===== src/rtl/camera_receiver.sv =====
// camera_receiver: consumer end of the camera word handshake.
// Requests a bus word from the camera, captures it, then streams it out as
// PIX_WIDTH-bit pixels (MSB slice first) on a valid/ready interface, tagging
// each pixel with x/y coordinates and sof/eol/eof markers.
//
// Handshakes:
//   Camera side: recieve_ready is held high while waiting for the camera to
//   accept (in_progress=1). The word is then captured on the first cycle with
//   data_valid=1 and in_progress=0.
//   Pixel side: a pixel transfers on any cycle with pix_valid & pix_ready.
//   While pix_valid is high and pix_ready is low, pix_data, pix_x, pix_y and
//   the markers are held stable. pix_valid never drops without a transfer,
//   except on reset.
module camera_receiver #(
  parameter int BUS_WIDTH = 96,
  parameter int PIX_WIDTH = 24,
  parameter int SHAPE_W   = 848,
  parameter int SHAPE_H   = 480,
  parameter int TIMEOUT   = 1024,
  localparam int XW = (SHAPE_W > 1) ? $clog2(SHAPE_W) : 1,
  localparam int YW = (SHAPE_H > 1) ? $clog2(SHAPE_H) : 1
) (
  input  logic                 clk,
  input  logic                 rst,
  input  logic                 enable,
  output logic                 recieve_ready,
  input  logic                 in_progress,
  input  logic [BUS_WIDTH-1:0] data,
  input  logic                 data_valid,
  input  logic                 frame_end,
  output logic [PIX_WIDTH-1:0] pix_data,
  output logic                 pix_valid,
  input  logic                 pix_ready,
  output logic [XW-1:0]        pix_x,
  output logic [YW-1:0]        pix_y,
  output logic                 pix_sof,
  output logic                 pix_eol,
  output logic                 pix_eof,
  output logic [15:0]          frame_count,
  output logic                 frame_err,
  output logic                 timeout_err,
  output logic [1:0]           dbg_state
);

  localparam int PPW   = BUS_WIDTH / PIX_WIDTH;
  localparam int WORDS = SHAPE_W * SHAPE_H / PPW;
  localparam int SW    = (PPW > 1) ? $clog2(PPW) : 1;
  localparam int WW    = (WORDS > 1) ? $clog2(WORDS) : 1;
  localparam int TW    = (TIMEOUT > 1) ? $clog2(TIMEOUT) : 1;

  localparam logic [1:0] S_IDLE   = 2'd0;
  localparam logic [1:0] S_REQ    = 2'd1;
  localparam logic [1:0] S_WAIT   = 2'd2;
  localparam logic [1:0] S_UNPACK = 2'd3;

  logic [1:0]           state_q,   state_d;
  logic                 rr_q,      rr_d;
  logic [BUS_WIDTH-1:0] word_q,    word_d;
  logic [SW-1:0]        slice_q,   slice_d;
  logic                 last_q,    last_d;     // word carried a frame_end rise
  logic [XW-1:0]        x_q,       x_d;
  logic [YW-1:0]        y_q,       y_d;
  logic [WW-1:0]        wcnt_q,    wcnt_d;     // index of the word within the frame
  logic [TW-1:0]        tmo_q,     tmo_d;
  logic                 tmo_err_q, tmo_err_d;
  logic [15:0]          fc_q,      fc_d;
  logic                 ferr_q,    ferr_d;
  logic                 fe_q;

  logic                 capture;
  logic                 fe_rise;
  logic                 last_slice;
  logic                 at_frame_end;
  logic                 eof_c;
  logic [PIX_WIDTH-1:0] pix_c;

  assign capture      = (state_q == S_WAIT) && data_valid && !in_progress;
  assign fe_rise      = frame_end && !fe_q;
  assign last_slice   = (slice_q == SW'(PPW - 1));
  assign at_frame_end = (x_q == XW'(SHAPE_W - 1)) && (y_q == YW'(SHAPE_H - 1));
  // A frame ends either at the last coordinate or at the last pixel of a word
  // that arrived with a frame_end rise (early end).
  assign eof_c        = at_frame_end || (last_q && last_slice);

  // Select the current pixel slice, MSB slice first.
  always_comb begin
    pix_c = '0;
    for (int i = 0; i < PPW; i++) begin
      if (slice_q == SW'(i)) begin
        pix_c = word_q[BUS_WIDTH-1-i*PIX_WIDTH -: PIX_WIDTH];
      end
    end
  end

  // Next-state logic: request/wait/capture, timeout, and pixel unpacking.
  always_comb begin
    state_d   = state_q;
    word_d    = word_q;
    slice_d   = slice_q;
    last_d    = last_q;
    x_d       = x_q;
    y_d       = y_q;
    wcnt_d    = wcnt_q;
    tmo_d     = tmo_q;
    tmo_err_d = 1'b0;
    fc_d      = fc_q;
    ferr_d    = ferr_q;

    case (state_q)
      S_IDLE: begin
        if (enable) begin
          state_d = S_REQ;
        end
      end

      S_REQ, S_WAIT: begin
        tmo_d = tmo_q + TW'(1);
        if (capture) begin
          // Capture wins over a coincident timeout: the word is already here.
          word_d  = data;
          last_d  = fe_rise;
          slice_d = '0;
          tmo_d   = '0;
          state_d = S_UNPACK;
          if (fe_rise && (wcnt_q != WW'(WORDS - 1))) begin
            ferr_d = 1'b1;
          end
        end else if (tmo_q == TW'(TIMEOUT - 1)) begin
          tmo_err_d = 1'b1;
          tmo_d     = '0;
          state_d   = S_REQ;
        end else if ((state_q == S_REQ) && in_progress) begin
          state_d = S_WAIT;
        end
      end

      S_UNPACK: begin
        if (pix_ready) begin
          if (eof_c) begin
            x_d  = '0;
            y_d  = '0;
            fc_d = fc_q + 16'd1;
          end else if (x_q == XW'(SHAPE_W - 1)) begin
            x_d = '0;
            y_d = y_q + YW'(1);
          end else begin
            x_d = x_q + XW'(1);
          end

          if (last_slice) begin
            slice_d = '0;
            last_d  = 1'b0;
            wcnt_d  = eof_c ? '0 : wcnt_q + WW'(1);
            state_d = enable ? S_REQ : S_IDLE;
          end else begin
            slice_d = slice_q + SW'(1);
          end
        end
      end

      default: state_d = S_IDLE;
    endcase

    rr_d = (state_d == S_REQ);
  end

  // State registers with synchronous reset; reset discards any partial word.
  always_ff @(posedge clk) begin
    if (rst) begin
      state_q   <= S_IDLE;
      rr_q      <= 1'b0;
      word_q    <= '0;
      slice_q   <= '0;
      last_q    <= 1'b0;
      x_q       <= '0;
      y_q       <= '0;
      wcnt_q    <= '0;
      tmo_q     <= '0;
      tmo_err_q <= 1'b0;
      fc_q      <= '0;
      ferr_q    <= 1'b0;
      fe_q      <= 1'b0;
    end else begin
      state_q   <= state_d;
      rr_q      <= rr_d;
      word_q    <= word_d;
      slice_q   <= slice_d;
      last_q    <= last_d;
      x_q       <= x_d;
      y_q       <= y_d;
      wcnt_q    <= wcnt_d;
      tmo_q     <= tmo_d;
      tmo_err_q <= tmo_err_d;
      fc_q      <= fc_d;
      ferr_q    <= ferr_d;
      fe_q      <= frame_end;
    end
  end

  assign recieve_ready = rr_q;
  assign pix_valid     = (state_q == S_UNPACK);
  assign pix_data      = pix_c;
  assign pix_x         = x_q;
  assign pix_y         = y_q;
  assign pix_sof       = pix_valid && (x_q == '0) && (y_q == '0);
  assign pix_eol       = pix_valid && (x_q == XW'(SHAPE_W - 1));
  assign pix_eof       = pix_valid && eof_c;
  assign frame_count   = fc_q;
  assign frame_err     = ferr_q;
  assign timeout_err   = tmo_err_q;
  assign dbg_state     = state_q;

endmodule


===== config.mk =====
export PLATFORM = sky130hd
export DESIGN_NAME = camera_receiver
export DESIGN_NICKNAME = d
export VERILOG_FILES = /design/src/rtl/camera_receiver.sv
export SDC_FILE = /design/constraint.sdc
export NUM_CORES = 1
export LEC_CHECK = 0
export ABC_AREA = 1
export BUFFER_PORTS_ARGS = -buffer_cell sky130_fd_sc_hd__buf_2
export CAP_MARGIN = 10
export CORE_MARGIN = 2
export CORE_UTILIZATION = 40
export CTS_BUF_LIST = sky130_fd_sc_hd__clkbuf_16
export CTS_CLUSTER_SIZE = 30
export DETAILED_ROUTE_END_ITERATION = 7
export GPL_TIMING_DRIVEN = 0
export PLACE_DENSITY_LB_ADDON = 0.08
export SYNTH_ARGS = -nofsm -noshare
export SYNTH_HDL_FRONTEND = slang
export SYNTH_SLANG_ARGS = --single-unit

===== constraint.sdc =====
create_clock -name clk -period 3.2 [get_ports clk]
set_input_delay 0.96 -clock clk [delete_from_list [all_inputs] [get_ports clk]]
set_output_delay 0.96 -clock clk [all_outputs]
set_load 0.02 [all_outputs]

==> impl_metrics.py, run 1 <==
metrics = {
    "final_layout": {
        "num-nets-final": 1430,
        "flow.area_growth_from_synthesis_pct": 23.3,
        "drive_gt1_share_pct": 19.5,
    },
    "synth": {
        "synth-async-reset-ratio_pct": 0,
        "synth.ff_latch_count": 167,
        "mappedNetlistNets": 1241,
        "synth.cell_area_um2": 7910,
        "compound_cell_area_share_of_the_yosys_netlist_pct": 19.4,
        "synth_commonest_cells": "nand2_1 (266), dfxtp_1 (167), a21oi_1 (147)",
        "most_used_dff_post_synth": "dfxtp_1",
        "post_synth_fa_ha_maj_area_fraction_pct": 2.37,
        "synthMuxAreaShare_pct": 0,
        "ys.warnings.count": 0,
        "ys_seq_area_share_pct": 42.3,
        "count_of_mapped_cells_out_of_synthesis": 1123,
        "synthMostInstantiatedCell": "nand2_1",
        "yosys.area_share.simple_pct": 24.5,
        "synth_area_leaders": "dfxtp_1 (42%), nand2_1 (13%), a21oi_1 (9.3%)",
        "yosys.area.top_type": "dfxtp_1",
        "syn_avg_cell_area_um2": 7.04,
        "synth_xor_xnor_area_share_pct": 2.55,
        "synth_largest_type_area_fraction_pct": 42.3,
        "synth_top_family_by_area": "simple AND/OR/NAND/NOR gates",
        "yosysUniqueCellTypes": 38,
        "synth_enable_flop_cells": 0,
    },
    "timing": {
        "timing.clock.skew_ps": 8.94,
        "endpoints_failing_setup": 0,
        "fmaxAchievable_ghz": 0.326,
        "max-slew-margin-rel_pct": 55.7,
        "worst_slack_ps": 136,
        "hold-worst-slack_ps": 450,
        "fin_crit_sh_pct": 95.7,
        "final_max_slew_viol_count": 0,
        "grt_setup_unrepaired": "false",
        "worst-slew-pin-transition_ps": 664,
        "timing_hold_violations_final": 0,
        "finalWorstPathRequiredPeriod_ps": 3060,
        "tns_ps": 0,
    },
    "drt": {
        "remaining_drc_errors": 0,
        "wl_per_cell_um": 15.0,
        "average_vias_per_placed_instance": 5.01,
        "drt_first_iter_violations": 450,
        "vias": 7960,
        "finalWirelength_um": 23900,
        "iteration_count_of_the_initial_detailed_routing_pass": 6,
        "route.antenna.remaining_nets": 0,
    },
    "clock_tree": {
        "cts_tree": "done",
        "clk_pin_slew_worst_paths_ps": 70,
        "cts_setup_buffers": 0,
        "cts_max_path_buffers": 2,
        "tritoncts_num_sinks": 167,
        "htree_levels": 4,
        "clock_tree.root_cell": "clkbuf_16",
        "worst_skew_pair.late_latency_ps": 430,
        "tritoncts_buffer_count": 17,
    },
    "die": {
        "initial_core_util_pct": 40.6,
        "fp.dieArea_um2": 20900,
        "io-pin-count": 171,
        "placementRows": 51,
        "die_h_um": 145,
        "die_x_um": 145,
        "core_area_um2": 19500,
    },
    "power_and_ir_drop": {
        "internal_power_w": 0.00338,
        "power.sequential.fraction_pct": 46.3,
        "combinationalPowerShare_pct": 7.7,
        "p_leak_nw": 3.88,
        "peakVddDrop_uv": 371,
        "power_density_nw_per_um2": 465,
        "clock_power_share_pct": 46.1,
        "switching_share_pct": 25.3,
        "net-switching-power_w": 0.00115,
    },
    "global_route": {
        "first_global_vias": 7263,
        "grt_first_pass_wirelength_um": 37300,
        "grt_antenna_before_repair": 0,
        "grt_max_degree": 17,
        "gr-usage-all-layers_pct": 23.0,
        "globalRouteOverflowTotal": 0,
    },
    "worst_setup_path": {
        "worst_ep_required_time_ps": 2240,
        "setup.worst_path.class": "reg2out",
        "peak_fanout_along_the_critical_path": 10,
        "cp_data_arrival_time_ps": 2100,
        "endpoint_kind": "output pin",
        "crit_path_start_kind": "flop",
    },
    "placed_design": {
        "gpl_wtd_cong": 0.870,
        "pre_cts_ws_ps": 127,
        "port-buffer-count": 170,
        "hpwlAfterDp_um": 18100,
    },
    "run": {
        "max_cap_violations": 0,
    },
    "hold_path": {
        "worst_hold_path_type": "reg2reg",
    },
    "run_status": {
        "run_status": "completed",
    },
}
-- power groups by stage --
| stage | clock (W) | sequential, W | combinational (W) |
|---|---|---|---|
| floorplan | 0 | 0.00215 | 0.000169 |
| global placement | 0 | 0.00214 | 0.000333 |
| detailed placement | 0 | 0.00214 | 0.000332 |
| CTS | 0.00213 | 0.00209 | 0.000341 |
| global route | 0.00222 | 0.00210 | 0.000376 |
| finish | 0.00209 | 0.00210 | 0.000347 |
-- critical path, cell delays in order, from the launching register on --
cell and delay (ps):
dfxtp_2 340, inv_2 70, ha_2 270, clkbuf_1 430, a21oi_1 140, a22oi_1 220, buf_2 210
-- sequential cells by signal, summed over array words and instances, names as in the netlist --
name           cells
pix_y              9
pix_x             10
word_q            96
recieve_ready      1
wcnt_q            17
frame_err          1
fe_q               1
slice_q            2
frame_count       16
last_q             1
dbg_state          2
timeout_err        1
tmo_q             10
-- layer usage --
metal | GRT usage [%] | share of wire, % | up-vias
met1 | 33.0 | 49 | 3655
met5 | 0 | 0 | -
met3 | 3.81 | 5.1 | 20
met2 | 36.0 | 45 | 216
met4 | 5.67 | 1.0 | 0
li1 | - | - | 4069
-- worst paths after layout --
check	endpoint	slack, ps	start	cells after the start
hold reg to reg	word_q[15]	450	word_q[15]	2
setup reg to reg	word_q[94]	840	dbg_state[1]	6
hold / removal	word_q[15]	450	word_q[15]	2
setup / recovery	pix_data[4]	140	slice_q[0]	6
-- through the flow --
| stage | util [%] | power [W] | cell area, um2 | cells |
|---|---|---|---|---|
| finish | 50.1 | 0.00453 | 9750 | 1590 |
| global route | 50.1 | 0.00469 | 9750 | 1589 |
| CTS | 49.9 | 0.00457 | 9720 | 1589 |
| detailed placement | 46.7 | 0.00248 | 9090 | 1558 |
| global placement | 46.7 | 0.00248 | 9090 | 1558 |
| floorplan | - | 0.00231 | 7910 | 1123 |
-- what timing repair did --
item / CTS / global route
gates resized for setup: 21 / 21
cloned: 0 / 0
hold buffers: 0 / 0
pin swaps: 1 / 4
hold endpoints to repair: 0 / 0
setup endpoints to repair: 24 / 21
-- cell families after synthesis --
family,count (synthesis)
and+or+nand+nor,459
AOI/OAI and AO/OA,281
buffers and inverters,178
DFF,167
xor gates and xnor gates,23
adders and majority gates,15
-- cell usage in the layout, fill, tap and decap left out, drive strengths merged, types with 15 or more instances in the layout --
cell type  netlist  final
nor3            22     22
inv            119    126
nand2          270    270
clkbuf          38     51
o211ai          22     22
nor2            87     87
xor2            20     20
a21oi          147    147
nand3           61     61
ha              15     15
o21ai           88     88
buf             19    193
dfxtp          167    167
-- area by class of cell --
cell class / count / area, um2
fill: 2003 / 9710
multi-input combinational: 778 / 3870
sequential: 167 / 3350
timing repair buffer: 170 / 861
inverter: 121 / 458
clock buffer: 17 / 425
tap: 265 / 332
buffer: 57 / 293
clock inverter: 14 / 164
antenna: 1 / 2.50
(Power assumes the default switching activity.)
==> inputs of run 2 (changes only) <==
- SETUP_SLACK_MARGIN: default -> 0.5
==> impl_metrics.py, run 2 (same netlist as run 1, synthesis figures left out) <==
metrics = {
    "clock_tree": {
        "post_cts_hold_buffer_count": 0,
        "clk_pin_slew_worst_paths_ps": 70,
        "cts_max_path_buffers": 2,
        "clock_tree.root_cell": "clkbuf_16",
        "htree_levels": 4,
        "tritoncts_num_sinks": 167,
        "worst_skew_pair.late_latency_ps": 430,
        "tritoncts_buffer_count": 17,
        "cts_tree": "done",
    },
    "drt": {
        "finalWirelength_um": 25000,
        "remaining_drc_errors": 0,
        "iteration_count_of_the_initial_detailed_routing_pass": 5,
        "wl_per_cell_um": 15.4,
        "drt_first_iter_violations": 643,
        "average_vias_per_placed_instance": 5.05,
        "route.antenna.remaining_nets": 0,
        "vias": 8170,
    },
    "power_and_ir_drop": {
        "clock_power_share_pct": 45.1,
        "combinationalPowerShare_pct": 9.7,
        "power_density_nw_per_um2": 441,
        "p_leak_nw": 4.21,
        "switching_share_pct": 25.7,
        "power.sequential.fraction_pct": 45.2,
        "internal_power_w": 0.00345,
        "peakVddDrop_uv": 384,
        "net-switching-power_w": 0.00119,
    },
    "final_layout": {
        "stdcell_area_um2": 10500,
        "drive_gt1_share_pct": 25.1,
        "max_flop_register": "word_q",
        "num-nets-final": 1459,
        "antenna-diode-count": 0,
        "flow.area_growth_from_synthesis_pct": 33.0,
        "most_frequent_cells_in_the_layout": "nand2_1 (262), buf_2 (156), dfxtp_1 (156)",
        "largest_register_ff_count": 96,
        "commonest_non_fill_non_tap_cell_in_the_layout": "nand2_1",
    },
    "worst_setup_path": {
        "endpoint_kind": "output pin",
        "crit_path_start_kind": "flop",
        "setup.worst_path.class": "reg2out",
        "critical_path.reg2reg.startpoint": "dbg_state[0]",
        "cp_data_arrival_time_ps": 1960,
        "worst_ep_required_time_ps": 2240,
        "crit_start": "slice_q[0]",
        "peak_fanout_along_the_critical_path": 7,
    },
    "timing": {
        "finalWorstPathRequiredPeriod_ps": 2920,
        "worst-slew-pin-transition_ps": 656,
        "final_max_slew_viol_count": 0,
        "tns_ps": 0,
        "timing.clock.skew_ps": 12.8,
        "grt_setup_unrepaired": "true",
        "max-slew-margin-rel_pct": 56.2,
        "endpoints_failing_setup": 0,
        "fmaxAchievable_ghz": 0.342,
        "fin_crit_sh_pct": 91.3,
        "timing_hold_violations_final": 0,
    },
    "die": {
        "die_x_um": 145,
        "die_h_um": 145,
        "fp.dieArea_um2": 20900,
        "io-pin-count": 171,
        "core_area_um2": 19500,
        "placementRows": 51,
        "initial_core_util_pct": 40.6,
    },
    "global_route": {
        "grt_antenna_before_repair": 0,
        "grt_first_pass_wirelength_um": 38200,
        "grt_max_degree": 17,
        "gr-usage-all-layers_pct": 23.8,
        "globalRouteOverflowTotal": 0,
        "first_global_vias": 7472,
    },
    "run": {
        "max_cap_violations": 0,
    },
    "run_status": {
        "run_status": "completed",
    },
    "hold_path": {
        "worst_hold_launch": "word_q[2]",
        "worst_hold_path_type": "reg2reg",
    },
    "placed_design": {
        "port-buffer-count": 170,
        "hpwlAfterDp_um": 18100,
        "place_area_um2": 9100,
        "gpl_wtd_cong": 0.862,
    },
}
## run 2: cell types whose count changed in the layout (fill, tap and decap cells not counted), sizes merged
cell / previous run / this run
diode: 1 / 0
inv: 126 / 129
clkinvlp: 3 / 1
buf: 193 / 219
clkbuf: 51 / 54
## run 2: critical path, cell delays in order (launching register included)
cell       delay (ps)
dfxtp_4           380
inv_4              90
ha_4              130
buf_6             110
inv_8              40
clkbuf_16         150
o21ai_1           120
o211ai_1          140
a22oi_1           200
buf_4             170
## run 2: stage by stage
stage	total power [W]	util, %	setup slack (ps)	hold WS (ps)	cells
3_3_place_gp	0.00247	46.8	141	435	1558
4_1_cts	0.00464	53.1	265	454	1612
2_1_floorplan	0.00232	-	560	425	1123
5_1_grt	0.00479	54.0	238	469	1619
6_report	0.00464	54.0	277	456	1619
3_5_place_dp	0.00247	46.8	99.4	442	1558
## run 2: layout make-up
| type | instances | area [um2] |
|---|---|---|
| tap | 265 | 332 |
| clock inverter | 15 | 165 |
| inverter | 121 | 477 |
| sequential | 167 | 3370 |
| fill | 1944 | 8940 |
| buffer | 57 | 414 |
| timing repair buffer | 199 | 1180 |
| multi-input combinational | 778 | 4150 |
| clock buffer | 17 | 425 |
## run 2: power groups by stage
stage,clock (W),sequential [W],combinational [W]
5_1_grt,0.00221,0.00210,0.000483
2_1_floorplan,0,0.00215,0.000169
3_5_place_dp,0,0.00214,0.000330
3_3_place_gp,0,0.00214,0.000330
4_1_cts,0.00213,0.00210,0.000416
6_report,0.00209,0.00210,0.000449
## run 2: layer usage
layer,track usage (%),routed length (um),vias up,share of wire (%)
li1,-,-,4136,-
met1,33.6,11800,3748,47
met2,37.6,11500,255,46
met3,4.01,1470,31,5.9
met4,6.39,322,0,1.3
met5,0,0,-,0
## run 2: final timing paths
check / endpoint / slack, ps / cells past startpoint
worst min-delay path: word_q[2] / 460 / 2
worst min register to register: word_q[2] / 460 / 2
worst max-delay path: pix_data[11] / 280 / 9
worst max register to register: word_q[0] / 870 / 6
## run 2: timing repair
| item | CTS | global route |
|---|---|---|
| gates cloned | 3 | 1 |
| buffers inserted | 19 | 6 |
| setup endpoints to repair | 27 | 26 |
| pin swaps | 23 | 24 |
| resized for setup | 153 | 40 |
